[src/rtl/iommu_reg_dw_conv.sv]
`default_nettype none
// ============================================================================
// Module      : iommu_reg_dw_conv
// Description : Register-bus data-width converter. Each 64-bit upstream
//               request becomes two sequential 32-bit downstream accesses
//               (lower word at base|0x0, then upper word at base|0x4). The
//               two read words and error flags are merged into one 64-bit
//               response pulse.
// Revision    : 1.0 - initial release
// ----------------------------------------------------------------------------
// Parameters  : ADDR_WIDTH - register-bus address width (both ports)
// Ports       : clk_i, rst_ni          - clock, async active-low reset
//               s_valid_i/s_write_i/s_addr_i/s_wdata_i/s_wstrb_i
//                                      - 64-bit upstream request
//               s_ready_o/s_rdata_o/s_error_o
//                                      - one-cycle upstream completion
//               m_valid_o/m_write_o/m_addr_o/m_wdata_o/m_wstrb_o
//                                      - 32-bit downstream request
//               m_rdata_i/m_error_i/m_ready_i
//                                      - downstream completion
// Option      : IOMMU_REGCONV_SKIP_EMPTY_EN - when defined, write halves
//               with all-zero strobes are not issued downstream.
// ============================================================================
module iommu_reg_dw_conv #(
    parameter int ADDR_WIDTH = 32
) (
    input  logic                  clk_i,
    input  logic                  rst_ni,
    input  logic                  s_valid_i,
    input  logic                  s_write_i,
    input  logic [ADDR_WIDTH-1:0] s_addr_i,
    input  logic [63:0]           s_wdata_i,
    input  logic [7:0]            s_wstrb_i,
    output logic                  s_ready_o,
    output logic [63:0]           s_rdata_o,
    output logic                  s_error_o,
    output logic                  m_valid_o,
    output logic                  m_write_o,
    output logic [ADDR_WIDTH-1:0] m_addr_o,
    output logic [31:0]           m_wdata_o,
    output logic [3:0]            m_wstrb_o,
    input  logic [31:0]           m_rdata_i,
    input  logic                  m_error_i,
    input  logic                  m_ready_i
);

    typedef enum logic [1:0] {
        ST_IDLE = 2'd0,
        ST_LO   = 2'd1,
        ST_HI   = 2'd2,
        ST_RESP = 2'd3
    } state_t;

    state_t                  r_state;
    logic                    r_write;
    logic [ADDR_WIDTH-1:3]   r_base;
    logic [31:0]             r_wdata_hi;
    logic [3:0]              r_wstrb_hi;
    logic [31:0]             r_rdata_lo;
    logic                    r_err;

    logic                    r_s_ready;
    logic [63:0]             r_s_rdata;
    logic                    r_s_error;
    logic                    r_m_valid;
    logic                    r_m_write;
    logic [ADDR_WIDTH-1:0]   r_m_addr;
    logic [31:0]             r_m_wdata;
    logic [3:0]              r_m_wstrb;

    // Half-skip decisions: the *_req forms look at the incoming request
    // (used in IDLE), w_skip_hi_lat looks at the latched request (used in LO).
    logic w_skip_lo_req;
    logic w_skip_hi_req;
    logic w_skip_hi_lat;

`ifdef IOMMU_REGCONV_SKIP_EMPTY_EN
    assign w_skip_lo_req = s_write_i && (s_wstrb_i[3:0] == 4'h0);
    assign w_skip_hi_req = s_write_i && (s_wstrb_i[7:4] == 4'h0);
    assign w_skip_hi_lat = r_write   && (r_wstrb_hi    == 4'h0);
`else
    assign w_skip_lo_req = 1'b0;
    assign w_skip_hi_req = 1'b0;
    assign w_skip_hi_lat = 1'b0;
`endif

    // Sub-word address bits carry no meaning; narrow accesses use strobes.
    logic w_unused;
    assign w_unused = ^s_addr_i[2:0];

    always_ff @(posedge clk_i or negedge rst_ni) begin
        if (!rst_ni) begin
            r_state    <= ST_IDLE;
            r_write    <= 1'b0;
            r_base     <= '0;
            r_wdata_hi <= 32'h0;
            r_wstrb_hi <= 4'h0;
            r_rdata_lo <= 32'h0;
            r_err      <= 1'b0;
            r_s_ready  <= 1'b0;
            r_s_rdata  <= 64'h0;
            r_s_error  <= 1'b0;
            r_m_valid  <= 1'b0;
            r_m_write  <= 1'b0;
            r_m_addr   <= '0;
            r_m_wdata  <= 32'h0;
            r_m_wstrb  <= 4'h0;
        end else begin
            case (r_state)
                ST_IDLE: begin
                    if (s_valid_i && !r_s_ready) begin
                        r_write    <= s_write_i;
                        r_base     <= s_addr_i[ADDR_WIDTH-1:3];
                        r_wdata_hi <= s_wdata_i[63:32];
                        r_wstrb_hi <= s_wstrb_i[7:4];
                        r_rdata_lo <= 32'h0;
                        r_err      <= 1'b0;
                        r_m_write  <= s_write_i;
                        if (!w_skip_lo_req) begin
                            r_m_valid <= 1'b1;
                            r_m_addr  <= {s_addr_i[ADDR_WIDTH-1:3], 3'b000};
                            r_m_wdata <= s_wdata_i[31:0];
                            r_m_wstrb <= s_wstrb_i[3:0];
                            r_state   <= ST_LO;
                        end else if (!w_skip_hi_req) begin
                            r_m_valid <= 1'b1;
                            r_m_addr  <= {s_addr_i[ADDR_WIDTH-1:3], 3'b100};
                            r_m_wdata <= s_wdata_i[63:32];
                            r_m_wstrb <= s_wstrb_i[7:4];
                            r_state   <= ST_HI;
                        end else begin
                            // Fully empty write: answer without any access.
                            r_s_ready <= 1'b1;
                            r_s_rdata <= 64'h0;
                            r_s_error <= 1'b0;
                            r_state   <= ST_RESP;
                        end
                    end
                end
                ST_LO: begin
                    if (m_ready_i) begin
                        if (!r_write) begin
                            r_rdata_lo <= m_rdata_i;
                        end
                        r_err <= r_err | m_error_i;
                        if (!w_skip_hi_lat) begin
                            // m_valid stays high; fields switch to the upper half.
                            r_m_addr  <= {r_base, 3'b100};
                            r_m_wdata <= r_wdata_hi;
                            r_m_wstrb <= r_wstrb_hi;
                            r_state   <= ST_HI;
                        end else begin
                            r_m_valid <= 1'b0;
                            r_s_ready <= 1'b1;
                            r_s_rdata <= 64'h0;
                            r_s_error <= r_err | m_error_i;
                            r_state   <= ST_RESP;
                        end
                    end
                end
                ST_HI: begin
                    if (m_ready_i) begin
                        r_m_valid <= 1'b0;
                        r_err     <= r_err | m_error_i;
                        r_s_ready <= 1'b1;
                        r_s_rdata <= r_write ? 64'h0 : {m_rdata_i, r_rdata_lo};
                        r_s_error <= r_err | m_error_i;
                        r_state   <= ST_RESP;
                    end
                end
                ST_RESP: begin
                    r_s_ready <= 1'b0;
                    r_s_rdata <= 64'h0;
                    r_s_error <= 1'b0;
                    r_state   <= ST_IDLE;
                end
                default: begin
                    r_state <= ST_IDLE;
                end
            endcase
        end
    end

    assign s_ready_o = r_s_ready;
    assign s_rdata_o = r_s_rdata;
    assign s_error_o = r_s_error;
    assign m_valid_o = r_m_valid;
    assign m_write_o = r_m_write;
    assign m_addr_o  = r_m_addr;
    assign m_wdata_o = r_m_wdata;
    assign m_wstrb_o = r_m_wstrb;

endmodule
`default_nettype wire

[config.mk]
export PLATFORM = sky130hd
export DESIGN_NAME = iommu_reg_dw_conv
export DESIGN_NICKNAME = d
export VERILOG_FILES = /design/src/rtl/iommu_reg_dw_conv.sv
export SDC_FILE = /design/constraint.sdc
export NUM_CORES = 1
export LEC_CHECK = 0
export CORE_AREA = 5 5 144 160
export CTS_BUF_LIST = sky130_fd_sc_hd__clkbuf_16
export CTS_CLUSTER_SIZE = 14
export DETAILED_ROUTE_END_ITERATION = 16
export DIE_AREA = 0 0 149 165
export PLACE_DENSITY_LB_ADDON = 0.15
export RECOVER_POWER = 50
export SYNTH_ARGS = -nofsm -noshare
export SYNTH_HDL_FRONTEND = slang
export SYNTH_SLANG_ARGS = --single-unit
[constraint.sdc]
create_clock -name clk_i -period 2.58 [get_ports clk_i]
set_input_delay 0.516 -clock clk_i [delete_from_list [all_inputs] [get_ports clk_i]]
set_output_delay 0.516 -clock clk_i [all_outputs]
set_load 0.01 [all_outputs]
After elaboration in Yosys (flattened, before gate mapping)
Cells that the tools add are included.

cells by class
  bitwise operators = 2
  div/mod/pow operators = 0
  add/subtract/negate cells = 0
  multiplexer cells = 29
  shift operators = 0
  equality and inequality tests = 8
  magnitude comparators = 0
  $mul = 0
  reduce and logical (&&, ||, !) cells = 15

operator list
  cell                                                                     count
  32-bit 2-to-1 mux                                                        7
  32-bit one-hot mux with 2 select lines                                   3
  64-bit 2-to-1 mux                                                        2
  64-bit one-hot mux with 2 select lines                                   1
  3-bit AND reduction                                                      4
  4-bit 2-to-1 mux                                                         2
  2-bit inequality test, second input constant                             4
  1-bit one-hot mux with 2 select lines                                    4
  2-bit one-hot mux with 4 select lines                                    1
  4-bit one-hot mux with 2 select lines                                    1
  2-bit 2-to-1 mux                                                         3
  2-bit nonzero test                                                       3
  1-bit 2-to-1 mux                                                         5
  2-bit equality test, second input constant                               2
  2-bit AND reduction                                                      2
  4-bit AND reduction                                                      1
  2-bit OR reduction                                                       2
  2-bit by 1-bit equality test with 1-bit output, second input constant    1
  2-bit zero test                                                          1
  2-bit by 1-bit inequality test with 1-bit output, second input constant  1
  1-bit logical AND                                                        1
  1-bit zero test                                                          1
  1-bit inverter                                                           1
  1-bit bitwise OR                                                         1

storage, ports and cells
  logic and storage cells = 68
  memories kept = 0
  flip-flop bits (word level) = 236
  memory bits (read-only) = 0
  bits in writable memories = 0
  output and inout bits = 136
  latch bits = 0

Depth between registers and ports, before layout
  depth after elaboration = 4
  mapped depth = 8
  gate-level depth less buffers = 5

Least setup slack after synthesis
No wires, ideal clock.

  path type = reg2reg
  from = reg r_state[1]
  to = reg r_m_addr[25] (netlist: m_addr_o[25])
  arrival time = 1.920 ns
  setup slack = 0.535 ns
  clock period less this slack = 2.045 ns
  path buffers = 3
  cell stages (with the launch flop) = 9
  path through = dfrtp_1 -> inv_1 -> ha_1 -> nor2b_1 -> buf_2 -> a211oi_2 -> buf_2 -> buf_4 -> mux2_2

between the ends
  cells in the longest elaborated chain, start to end = 3

ends and longest elaborated chain
  element                                                                                   line  RTL
  start, declared                                                                           54    state_t r_state;
  start signal, assigned                                                                    93    r_state <= ST_IDLE;
  start signal, assigned                                                                    124   r_state <= ST_LO;
  start signal, assigned                                                                    130   r_state <= ST_HI;
  2-bit by 1-bit equality test with 1-bit output / 2-bit zero test (equally long branches)  109   case (r_state)
  2-bit inequality test (no line) / 2-bit nonzero test (equally long branches)              n/a
  3-bit AND reduction (no line)                                                             n/a
  end signal, assigned                                                                      121   r_m_addr <= {s_addr_i[ADDR_WIDTH-1:3], 3'b000};
  end signal, assigned                                                                      127   r_m_addr <= {s_addr_i[ADDR_WIDTH-1:3], 3'b100};
  end signal, assigned                                                                      148   r_m_addr <= {r_base, 3'b100};
  end, declared                                                                             67    logic [ADDR_WIDTH-1:0] r_m_addr;

Parallel ways exist; a longest one is shown, timed or not.
A chain may end at the register's enable or synchronous reset.

Worst setup path after layout
  from = reg r_state[0]
  to = reg r_s_rdata[40] (netlist: s_rdata_o[40])

between the ends
  cells in the longest elaborated chain, start to end = 4

ends and longest elaborated chain
  element                                                                                   line  RTL
  2-bit by 1-bit equality test with 1-bit output / 2-bit zero test (equally long branches)  109
  2-bit OR reduction (no line)                                                              n/a
  1-bit inverter (no line)                                                                  n/a
  2-bit AND reduction (no line)                                                             n/a
  end signal, assigned                                                                      166   r_s_rdata <= r_write ? 64'h0 : {m_rdata_i, r_rdata_lo};
  end, declared                                                                             63    logic [63:0] r_s_rdata;

Parallel ways exist; a longest one is shown, timed or not.

==> results.txt <==
----------------------------------------------------
[Outcome]
  Status ... completed

[Global route]
  Via count of the first global-routing pass ... 7,536
  Wire length of the first global-routing pass ... 40.9 mm
  Pin count of the biggest net entering global routing ... 67
  Remaining Overflow, GRT ... 0
  Initial antenna violation count ... 1
  Tot GR Track Use ... 20.5%

[Routing]
  Total routed wirelength ... 25.5 mm
  First-pass iteration count of the detailed router ... 4
  Number of nets with antenna violations after routing ... 0
  DRC violation count after routing ... 0
  Count of vias placed by the detailed router ... 7,146
  Routed wirelength normalized by instance count ... 19.2 um
  Via density ... 5.38
  Violation count after the first detailed-routing iteration ... 193

[Die]
  Core Region ... 0.0212 sq mm
  Overall die height ... 165 um
  Standard-cell row count ... 56
  Horizontal die dimension ... 149 um
  Initial core utilization ... 48.2%
  Die area ... 0.0246 sq mm
  I/O pin count ... 278

[Setup path]
  Worst-case reg-to-reg path depth ... 7
  FF-to-FF Start ... r_state[0]
  Peak fanout along the critical path ... 64
  Signal arrival time at the worst endpoint ... 2.64 ns
  Worst EP required ... 3.02 ns
  Critical Path Start Type ... flip-flop
  Critical path class ... flip-flop to flip-flop
  Destination of the worst register-to-register timing path ... s_rdata_o[40]
  Crit end category ... flip-flop
  Reg2Reg Setup Slack ... 0.38 ns

[Clocking]
  Setup Fix Bufs, Post-CTS ... 0
  H-tree Lvls ... 1
  CTS root buf ... sky130_fd_sc_hd__clkbuf_16
  Clk slew on worst S/H paths ... 0.06 ns
  Count of clock tree sinks ... 234
  Clock network latency to the later pin of the worst-skew pair ... 0.50 ns
  Num CTS Buffers ... 25
  Clock Path Buffers ... 3
  TritonCTS clock tree ... built

[Cells and area]
  Most common cell after layout, fill and taps aside ... sky130_fd_sc_hd__clkdlybuf4s50_1
  Layout fillers ... 1,651
  Fraction of final layout cells with drive strength greater than 1 ... 25.4%
  Leading cell types in the layout, fill and taps excluded ... sky130_fd_sc_hd__clkdlybuf4s50_1, sky130_fd_sc_hd__dfrtp_1, sky130_fd_sc_hd__mux2_2
  Final Net Count ... 1,168
  Area added between synthesis and finish ... 36.9%
  Number of standard cells in the layout, taps in and fillers out ... 1,329

[Timing]
  Final setup violation count ... 0
  Fin. max-slew vios ... 0
  Pin slew with the least headroom to its limit ... 1.17 ns
  Highest clock rate ... 0.456 GHz
  Post-layout min period ... 2.20 ns
  Worst slack on hold paths ... 0.494 ns
  Setup TNS after final layout ... 0 ns
  Post-route setup slack ... 0.385 ns
  RSZ-0062 raised after global routing ... no
  Worst slew margin ... 22.3%
  Final hold violation count ... 0
  Worst setup skew after layout ... 0.00795 ns
  Portion of the clock cycle consumed by the worst path in the final layout ... 85.1%

[Min path]
  Hold Crit Class ... flip-flop to flip-flop
  Worst min-delay path endpoint ... s_rdata_o[20]
  Worst hold stages ... 1
  Hold Crit Start ... s_rdata_o[20]

[Place]
  Worst setup timing slack at the placement stage ... 0.234 ns
  Count of placed standard cells including taps ... 1,282
  Count of input and output buffers ... 272
  Total half-perimeter wirelength after legalization and detailed placement ... 17.2 mm
  Gp weighted congestion ... 0.756

[Power]
  Pwr/cell area ... 561 mW/mm^2
  Maximum VDD drop ... 0.567 mV
  P_leak ... 6.20 nW
  Final Power ... 7.83 mW

[Synthesis]
  Top-area cell type share of the netlist area ... 57.4%
  Warnings from Yosys ... 0
  Post-synthesis sequential area ratio ... 57.4%
  Average cell area after synthesis ... 13.5 sq um
  Post-synth top flop ... sky130_fd_sc_hd__dfrtp_1
  EDFF count, synth ... 0
  Post-synthesis cell type count ... 30
  Synthesized instance count ... 757
  Fraction of synthesis flops using an asynchronous set or reset pin ... 100%
  Cell types with the largest area share after synthesis ... sky130_fd_sc_hd__dfrtp_1, sky130_fd_sc_hd__mux2_2, sky130_fd_sc_hd__a22o_1, sky130_fd_sc_hd__o2111ai_1, sky130_fd_sc_hd__o211ai_1
  Count of state elements after synthesis ... 234
  Post-Syn Area ... 0.0102 sq mm
  Most area-hungry cell type in the Yosys netlist ... sky130_fd_sc_hd__dfrtp_1

[Job]
  Max Cap Viol ... 0

----------------------------------------------------
## where the power goes
| part | internal, mW | switching (mW) | leakage, nW |
|---|---|---|---|
| clock | 1.95 | 1.44 | 0.391 |
| sequential | 3.75 | 0.0413 | 2.87 |
| combinational | 0.409 | 0.233 | 2.94 |
## layer usage
| metal | part of all wire [%] | vias to the layer above | global-route usage, % |
|---|---|---|---|
| met4 | 2.4 | 0 | 5.29 |
| met3 | 9.8 | 37 | 7.44 |
| met5 | 0 | - | 0 |
| met2 | 47 | 244 | 33.6 |
| met1 | 40 | 3560 | 26.1 |
| li1 | - | 3305 | - |
## stage by stage
| step | area, sq um | util [%] |
|---|---|---|
| floorplan | 10200 | - |
| global placement | 13300 | 62.6 |
| detailed placement | 13300 | 62.6 |
| CTS | 14000 | 66.3 |
| global route | 14000 | 66.0 |
| finish | 14000 | 66.0 |
## registers in the layout, indices dropped and copies added, names as in the netlist
name,count
r_base,29
m_wdata_o,32
r_state,2
m_wstrb_o,4
r_err,1
s_rdata_o,64
s_ready_o,1
r_wstrb_hi,4
r_rdata_lo,32
r_wdata_hi,32
m_addr_o,30
m_valid_o,1
m_write_o,1
s_error_o,1
## synthesized netlist by cell type (2+ instances only)
| master | number |
|---|---|
| sky130_fd_sc_hd__dfrtp_1 | 234 |
| sky130_fd_sc_hd__and3_1 | 32 |
| sky130_fd_sc_hd__o2111ai_1 | 32 |
| sky130_fd_sc_hd__buf_4 | 6 |
| sky130_fd_sc_hd__a21oi_1 | 2 |
| sky130_fd_sc_hd__nand2_1 | 34 |
| sky130_fd_sc_hd__nor2_1 | 3 |
| sky130_fd_sc_hd__clkbuf_1 | 31 |
| sky130_fd_sc_hd__buf_6 | 6 |
| sky130_fd_sc_hd__buf_1 | 7 |
| sky130_fd_sc_hd__buf_2 | 13 |
| sky130_fd_sc_hd__or2_1 | 2 |
| sky130_fd_sc_hd__a22o_1 | 64 |
| sky130_fd_sc_hd__nor2b_1 | 3 |
| sky130_fd_sc_hd__o21ai_0 | 6 |
| sky130_fd_sc_hd__o211ai_1 | 32 |
| sky130_fd_sc_hd__inv_1 | 35 |
| sky130_fd_sc_hd__ha_1 | 6 |
| sky130_fd_sc_hd__mux2_2 | 198 |
## worst max-delay path, stage by stage, from the launching register on
cell	delay (ns)
sky130_fd_sc_hd__dfrtp_1	0.40
sky130_fd_sc_hd__inv_1	0.11
sky130_fd_sc_hd__ha_1	0.31
sky130_fd_sc_hd__or2_1	0.29
sky130_fd_sc_hd__buf_4	0.20
sky130_fd_sc_hd__nor4_4	0.27
sky130_fd_sc_hd__buf_12	0.32
sky130_fd_sc_hd__a22o_1	0.19
## worst max path at each step
stage	startpoint	end	slack, ns	cells past startpoint
2_1_floorplan	r_state[1]	m_addr_o[25]	0.54	8
3_3_place_gp	s_valid_i	m_addr_o[26]	0.24	5
3_5_place_dp	s_valid_i	m_addr_o[13]	0.23	5
4_1_cts	r_state[0]	s_rdata_o[40]	0.39	7
5_1_grt	rst_ni	r_rdata_lo[19]	0.26	3
6_report	r_state[0]	s_rdata_o[40]	0.38	7
## kinds of logic after synthesis
logic type / after synthesis / synth area share, %
AO/OA/AOI/OAI: 142 / 11.5
multiplexers: 198 / 21.9
other: 1 / 0.0368
buffers and inverters: 99 / 4.47
AND/OR/NAND/NOR: 77 / 3.97
flip-flops: 234 / 57.4
adder cells (fa/ha/maj): 6 / 0.736
## repair_timing
item / in CTS / in global routing
hold endpoints to repair: 56 / 0
hold buffers: 1 / 0
gates resized for setup: 0 / 0
## final cells by class
type | instances | area (sq um) | share of cell area [%]
sequential | 234 | 5860 | 41.9
multi-input combinational | 425 | 3910 | 28.0
timing repair buffer | 298 | 2940 | 21.0
clock buffer | 25 | 626 | 4.48
tap | 290 | 363 | 2.60
clock inverter | 19 | 139 | 0.994
inverter | 36 | 135 | 0.968
antenna | 2 | 5.00 | 0.0358
Note: power is estimated with default switching activity, not from simulation.
